[config.mk]
export PLATFORM = sky130hd
export DESIGN_NAME = apb_mem_completer_flat
export DESIGN_NICKNAME = d
export VERILOG_FILES = /design/src/rtl/apb_mem_completer_if.sv /design/src/rtl/apb_mem_completer.sv /design/src/flat_wrapper.sv
export SDC_FILE = /design/constraint.sdc
export NUM_CORES = 2
export LEC_CHECK = 0
export CAP_MARGIN = 10
export CORE_ASPECT_RATIO = 1.25
export CORE_MARGIN = 3
export CORE_UTILIZATION = 40
export CTS_CLUSTER_DIAMETER = 120
export DETAILED_ROUTE_END_ITERATION = 7
export HOLD_SLACK_MARGIN = 0.03
export SLEW_MARGIN = 30
export SYNTH_ARGS = -nofsm -noshare
export SYNTH_HDL_FRONTEND = slang
export SYNTH_SLANG_ARGS = --single-unit
[constraint.sdc]
create_clock -name clk -period 2.85 [get_ports clk]
set_input_delay 0.285 -clock clk [delete_from_list [all_inputs] [get_ports clk]]
set_output_delay 0.285 -clock clk [all_outputs]
set_load 0.03 [all_outputs]
[src/rtl/apb_mem_completer_if.sv]
// APB request/response bundle between a requester (master) and the memory completer (slave).
interface apb_mem_completer_if #(
   parameter int unsigned ADDR_WIDTH = 32,
   parameter int unsigned DATA_WIDTH = 32
);
   logic                      psel;
   logic                      penable;
   logic                      pwrite;
   logic [ADDR_WIDTH-1:0]     paddr;
   logic [DATA_WIDTH-1:0]     pwdata;
   logic [DATA_WIDTH/8-1:0]   pstrb;
   logic [DATA_WIDTH-1:0]     prdata;
   logic                      pready;
   logic                      pslverr;

   modport master (
      output psel, penable, pwrite, paddr, pwdata, pstrb,
      input  prdata, pready, pslverr
   );

   modport slave (
      input  psel, penable, pwrite, paddr, pwdata, pstrb,
      output prdata, pready, pslverr
   );
endinterface

[src/rtl/apb_mem_completer.sv]
// APB completer backed by a register-file memory with byte strobes, fixed wait states
// and an error response for addresses outside the mapped window.
module apb_mem_completer #(
   parameter int unsigned           ADDR_WIDTH = 32,
   parameter logic [ADDR_WIDTH-1:0] BASE_ADDR  = ADDR_WIDTH'(32'h0000_0000),
   parameter int unsigned           DATA_WIDTH = 32,
   parameter int unsigned           MEM_SIZE   = 32,
   parameter int unsigned           WAIT_CYCLE = 3
) (
   input  logic               clk,
   input  logic               rst,
   apb_mem_completer_if.slave bus
);

   localparam int unsigned STRB_W = DATA_WIDTH / 8;
   localparam int unsigned AW1    = ADDR_WIDTH + 1;
   localparam int unsigned IDX_W  = (MEM_SIZE > 1) ? $clog2(MEM_SIZE) : 1;
   localparam int unsigned CNT_W  = (WAIT_CYCLE > 0) ? $clog2(WAIT_CYCLE + 1) : 1;

   // Window bounds carry one extra bit so BASE_ADDR+MEM_SIZE never wraps onto low addresses.
   localparam logic [AW1-1:0]   BASE_EXT  = {1'b0, BASE_ADDR};
   localparam logic [AW1-1:0]   LIMIT_EXT = BASE_EXT + AW1'(MEM_SIZE);
   localparam logic [CNT_W-1:0] CNT_LOAD  = CNT_W'(WAIT_CYCLE);
   localparam logic [CNT_W-1:0] CNT_ONE   = CNT_W'(1'b1);
   localparam logic [CNT_W-1:0] CNT_ZERO  = {CNT_W{1'b0}};

   typedef enum logic [0:0] {
      IDLE   = 1'b0,
      ACCESS = 1'b1
   } state_t;

   state_t                  state_q,   state_d;
   logic [CNT_W-1:0]        cnt_q,     cnt_d;
   logic [ADDR_WIDTH-1:0]   addr_q,    addr_d;
   logic                    wr_q,      wr_d;
   logic [DATA_WIDTH-1:0]   wdata_q,   wdata_d;
   logic [STRB_W-1:0]       strb_q,    strb_d;
   logic                    pready_q,  pready_d;
   logic                    pslverr_q, pslverr_d;
   logic [DATA_WIDTH-1:0]   prdata_q,  prdata_d;
   logic [DATA_WIDTH-1:0]   mem_q [MEM_SIZE];
   logic [DATA_WIDTH-1:0]   mem_d [MEM_SIZE];

   logic [ADDR_WIDTH-1:0]   xfer_addr_s;
   logic                    xfer_wr_s;
   logic [AW1-1:0]          addr_ext_s;
   logic                    in_range_s;
   logic [IDX_W-1:0]        idx_s;
   logic                    raise_s;

   // Transfer attributes: live bus values on the setup edge, captured copies afterwards.
   always_comb begin
      if (state_q == IDLE) begin
         xfer_addr_s = bus.paddr;
         xfer_wr_s   = bus.pwrite;
      end else begin
         xfer_addr_s = addr_q;
         xfer_wr_s   = wr_q;
      end
      addr_ext_s = {1'b0, xfer_addr_s};
      in_range_s = (addr_ext_s >= BASE_EXT) && (addr_ext_s < LIMIT_EXT);
      idx_s      = IDX_W'(addr_ext_s - BASE_EXT);
   end

   // Next-state, wait counting, response generation and memory update.
   always_comb begin
      state_d   = state_q;
      cnt_d     = cnt_q;
      addr_d    = addr_q;
      wr_d      = wr_q;
      wdata_d   = wdata_q;
      strb_d    = strb_q;
      prdata_d  = prdata_q;
      pready_d  = 1'b0;
      pslverr_d = 1'b0;
      mem_d     = mem_q;
      raise_s   = 1'b0;

      case (state_q)
         IDLE: begin
            if (bus.psel && !bus.penable) begin
               state_d = ACCESS;
               addr_d  = bus.paddr;
               wr_d    = bus.pwrite;
               wdata_d = bus.pwdata;
               strb_d  = bus.pstrb;
               cnt_d   = CNT_LOAD;
               raise_s = (WAIT_CYCLE == 32'd0);
            end else begin
               state_d = IDLE;
            end
         end
         ACCESS: begin
            if (!bus.psel) begin
               state_d = IDLE;
            end else if (pready_q) begin
               // The completing edge is the only place memory is written.
               state_d = IDLE;
               if (wr_q && in_range_s) begin
                  for (int i = 0; i < int'(STRB_W); i++) begin
                     if (strb_q[i]) begin
                        mem_d[idx_s][8*i +: 8] = wdata_q[8*i +: 8];
                     end else begin
                        mem_d[idx_s][8*i +: 8] = mem_q[idx_s][8*i +: 8];
                     end
                  end
               end else begin
                  mem_d = mem_q;
               end
            end else begin
               raise_s = (cnt_q == CNT_ONE);
               if (cnt_q != CNT_ZERO) begin
                  cnt_d = cnt_q - CNT_ONE;
               end else begin
                  cnt_d = cnt_q;
               end
            end
         end
         default: begin
            state_d = IDLE;
         end
      endcase

      if (raise_s) begin
         pready_d = 1'b1;
         if (!in_range_s) begin
            pslverr_d = 1'b1;
         end else if (!xfer_wr_s) begin
            prdata_d = mem_q[idx_s];
         end else begin
            prdata_d = prdata_q;
         end
      end else begin
         pready_d = 1'b0;
      end
   end

   // State, captured request, registered response and memory array.
   always_ff @(posedge clk) begin
      if (rst) begin
         state_q   <= IDLE;
         cnt_q     <= CNT_ZERO;
         addr_q    <= {ADDR_WIDTH{1'b0}};
         wr_q      <= 1'b0;
         wdata_q   <= {DATA_WIDTH{1'b0}};
         strb_q    <= {STRB_W{1'b0}};
         pready_q  <= 1'b0;
         pslverr_q <= 1'b0;
         prdata_q  <= {DATA_WIDTH{1'b0}};
         for (int i = 0; i < int'(MEM_SIZE); i++) begin
            mem_q[i] <= {DATA_WIDTH{1'b0}};
         end
      end else begin
         state_q   <= state_d;
         cnt_q     <= cnt_d;
         addr_q    <= addr_d;
         wr_q      <= wr_d;
         wdata_q   <= wdata_d;
         strb_q    <= strb_d;
         pready_q  <= pready_d;
         pslverr_q <= pslverr_d;
         prdata_q  <= prdata_d;
         mem_q     <= mem_d;
      end
   end

   assign bus.prdata  = prdata_q;
   assign bus.pready  = pready_q;
   assign bus.pslverr = pslverr_q;

endmodule

[src/flat_wrapper.sv]
// flat-port wrapper written by rule: the top's interface ports become plain ports
module apb_mem_completer_flat 
#(
   parameter int unsigned           ADDR_WIDTH = 32,
   parameter logic [ADDR_WIDTH-1:0] BASE_ADDR  = ADDR_WIDTH'(32'h0000_0000),
   parameter int unsigned           DATA_WIDTH = 32,
   parameter int unsigned           MEM_SIZE   = 32,
   parameter int unsigned           WAIT_CYCLE = 3
)
  (clk, rst, bus_psel, bus_penable, bus_pwrite, bus_paddr, bus_pwdata, bus_pstrb, bus_prdata, bus_pready, bus_pslverr);
  apb_mem_completer_if #(.ADDR_WIDTH(ADDR_WIDTH), .DATA_WIDTH(DATA_WIDTH)) bus_i ();
  input  logic clk;
  input  logic rst;
  input wire logic [$bits(bus_i.psel)-1:0] bus_psel;
  input wire logic [$bits(bus_i.penable)-1:0] bus_penable;
  input wire logic [$bits(bus_i.pwrite)-1:0] bus_pwrite;
  input wire logic [$bits(bus_i.paddr)-1:0] bus_paddr;
  input wire logic [$bits(bus_i.pwdata)-1:0] bus_pwdata;
  input wire logic [$bits(bus_i.pstrb)-1:0] bus_pstrb;
  output wire logic [$bits(bus_i.prdata)-1:0] bus_prdata;
  output wire logic [$bits(bus_i.pready)-1:0] bus_pready;
  output wire logic [$bits(bus_i.pslverr)-1:0] bus_pslverr;
  assign bus_i.psel = bus_psel;
  assign bus_i.penable = bus_penable;
  assign bus_i.pwrite = bus_pwrite;
  assign bus_i.paddr = bus_paddr;
  assign bus_i.pwdata = bus_pwdata;
  assign bus_i.pstrb = bus_pstrb;
  assign bus_prdata = bus_i.prdata;
  assign bus_pready = bus_i.pready;
  assign bus_pslverr = bus_i.pslverr;
  apb_mem_completer #(.ADDR_WIDTH(ADDR_WIDTH), .BASE_ADDR(BASE_ADDR), .DATA_WIDTH(DATA_WIDTH), .MEM_SIZE(MEM_SIZE), .WAIT_CYCLE(WAIT_CYCLE)) u_core (.clk(clk), .rst(rst), .bus(bus_i));
endmodule
==> impl_results.md <==
- Slew HR: approximately 53%
- Synthesized netlist cell count: 4515
- DRC Markers: 0
- Longest Clk Path Bufs: 3
- Yosys warning total: 0
- Startpoint Class: flop
- Register bit count reported by yosys: 1130
- Core ar.: 120000 µm²
- I/O pin cnt: 107
- Iter 0 DRT Violations: 2781
- Yosys top cell area share: between 40% and 50%
- Storage cell area: 22600 µm²
- Die area: 126000 µm²
- RePlAce Congestion: 0.814
- Commonest non-fill, non-tap cells in the layout: dfxtp_1, nor2_1, mux2i_1
- Starting Density: 40.4%
- Root buffer cell: clkbuf_16
- Setup Viol. Count Final: just over 500
- Crit path largest cell delay: around 450 ps
- Multi-input gate area: around 25000 µm²
- Vias in the first global route: roughly 35k
- Remaining antenna violation count: 0
- Number of synthesized flops with an enable pin: 0
- Failing checks: setup timing
- Setup slack after layout: -128 ps
- Max Cap Viol: 0
- Standard-cell rows: 142
- VDD IR max: 0.000517 V
- Synth top area cells: dfxtp_1, mux2i_1, mux4_2
- Die X: 318 µm
- Critical path arrival: 3570 ps
- First-pass GRT wire length: 219000 µm
- Worst-path cell chain: buf_8 > mux2_8 > clkbuf_16 > buf_16 > mux4_2 > a22oi_2 > and4_4 > a21oi_4 > buf_12 > mux2i_1 > nor2_1
- Slowest CP cell: dfxtp_4
- Clock Pin Slew Worst Setup and Hold Paths: about 60 ps
- CP Max Fanout: 8
- Final net count: 4901
- Net Count, Synth: approximately 4.6k
- Share of layout cells above drive strength 1: 24.6%
- Critical path buffer and inverter count: 4
- CTS tree: built
- Fillcell total: between 10k and 15k
- Fmax: 336 MHz
- Grt ovf: 0
- Asr flop ratio synth: 0%
- N_diodes: 0
- Worst setup EP type: flop
- RSZ-0062 raised after global routing: yes
- Distinct cell type count after synthesis: 52
- WL final: roughly 150000 µm
- Via count: 35.2k
- Initial antenna violation count: 5
- Fin crit period: 2980 ps
- Buffers on Ports: 106
- Worst path top cell family by delay: multiplexers
- Synth Cell Area: 48600 µm²
- Final Core Density: 51.5%
- Placed cells: 6218
- Total Power: 33.8 mW
- Total Routing Usage GR: 22.6%
- Worst Tran Pin Value: 710 ps
- Clk sinks: 1130
- Drt first pass iters: 7
- Die Ht: 396 µm
- Syn avg cell area: 10.8 µm²
- WP data required: roughly 3500 ps
- Leak: around 21 nW
- Worst-case clock skew: between 30 and 40 ps
- Period utilisation layout: 104%
- Post-synthesis sequential area ratio: 46.6%
- Via/cell ratio: approximately 5.4
- Synth area leader: dfxtp_1
- Finished Layout Cells: around 6.5k
- Num CTS Buffers: 112
- Setup Crit Path Kind: flop to flop
- Slew Limit Fails: 0
- Clk_lat worst skew: approximately 740 ps
- Power Dens Cells: roughly 550 nW/µm²
- Most common cell after layout, fill and taps aside: dfxtp_1
- Routed len/inst: 23.4 µm
- Status: complete, but fails checks
- Top FF cell, synth: dfxtp_1
- Largest net degree at the start of global routing: 121
- CTS H-Tree Depth: 3
- Hold WS: between 90 and 100 ps
- Setup TNS Final: -18640 ps
- Hold WC Path Type: input port to flop
- Hold Violations, Final: 0
- Area delta synth->final: 27.3%
- DP HPWL: 93600 µm
-- worst min-delay path, delay by kind of cell --
family / cells / cell delay (ps)
AO/OA/AOI/OAI: 1 / 50
AND/OR/NAND/NOR: 1 / 50
buffers and inverters: 1 / 390
-- cells in the mapped netlist, types with 2 or more instances --
master and instances:
a211oi_1 32, a21oi_1 76, a21oi_2 25, a221oi_1 2
a22oi_1 125, a31oi_2 2, and2_1 3, and4_1 32
buf_1 5, buf_2 182, buf_4 76, buf_6 9
clkbuf_1 191, dfxtp_1 1130, ha_1 2, inv_1 9
mux2i_1 1029, mux2i_2 2, mux4_2 253, nand2_1 144
nand2b_1 6, nand3_1 7, nand4_1 2, nor2_1 1094
nor3_1 3, nor3_4 3, nor3b_1 29, nor4_1 8
nor4_2 2, nor4b_1 2, o21ai_0 3, o32ai_1 2
o32ai_2 4, or4_1 3
-- state kept, by name, indices dropped and copies added, names as in the netlist --
register and count:
u_core.mem_q 1024, u_core.addr_q 32, u_core.bus.prdata 32, u_core.wdata_q 32, u_core.strb_q 4, u_core.cnt_q 2, u_core.bus.pready 1, u_core.bus.pslverr 1
u_core.state_q 1, u_core.wr_q 1
-- final timing paths --
check | cells after the start | from | slack (ps) | to
hold reg to reg | 2 | u_core.strb_q[1] | 450 | u_core.strb_q[1]
hold / removal | 3 | bus_pwdata[18] | 100 | u_core.wdata_q[18]
setup / recovery | 11 | u_core.state_q | -130 | u_core.mem_q[541]
setup reg to reg | 11 | u_core.state_q | -130 | u_core.mem_q[541]
-- metrics by stage --
| step | area [µm²] | setup WS (ps) |
|---|---|---|
| 2_1_floorplan | 48600 | 238 |
| 3_3_place_gp | 55600 | -637 |
| 3_5_place_dp | 55600 | -715 |
| 4_1_cts | 60200 | -71.7 |
| 5_1_grt | 61800 | -185 |
| 6_report | 61800 | -128 |
-- what timing repair did --
action / CTS / global route
gates resized for setup: 134 / 114
hold buffers: 1 / 0
gates cloned: 4 / 39
pin swaps: 24 / 31
buffers inserted: 20 / 14
endpoints found under the setup margin: 1019 / 1022
endpoints found under the hold margin: 30 / 0
-- cell type report --
cell class | instances | area share, %
inverters | 9 | 0.0547
clock inverters | 57 | 1.03
repair buffers | 656 | 13.8
multi-input cells | 2917 | 40.0
well taps | 1584 | 3.21
flip-flops and latches | 1130 | 36.6
clock buffers | 153 | 5.29
-- per-layer routing --
| layer | routed length [µm] | up-vias | global-route usage [%] | part of all wire, % |
|---|---|---|---|---|
| li1 | - | 16397 | - | - |
| met1 | 65000 | 17674 | 29.3 | 43 |
| met2 | 74300 | 870 | 38.3 | 49 |
| met3 | 6990 | 250 | 3.18 | 4.6 |
| met4 | 5630 | 0 | 8.08 | 3.7 |
| met5 | 0 | - | 0 | 0 |
-- kinds of logic (layout without fill, tap and decap cells) --
kind of cell,after synthesis,in the layout,share of synthesized area [%]
simple gates,1344,1344,11.3
fa+ha+maj,2,2,0.0515
compound gates,281,281,4.13
mux,1286,1290,33.1
flops,1130,1130,46.6
buf+inv,472,875,4.84
-- where the power goes --
part / internal [mW] / switching (mW) / total, mW
Sequential: 15.8 / 0.0361 / 15.9
Clock: 8.97 / 6.63 / 15.6
Combinational: 1.01 / 1.35 / 2.37
Total: 25.8 / 8.02 / 33.8
(Power assumes the default switching activity.)
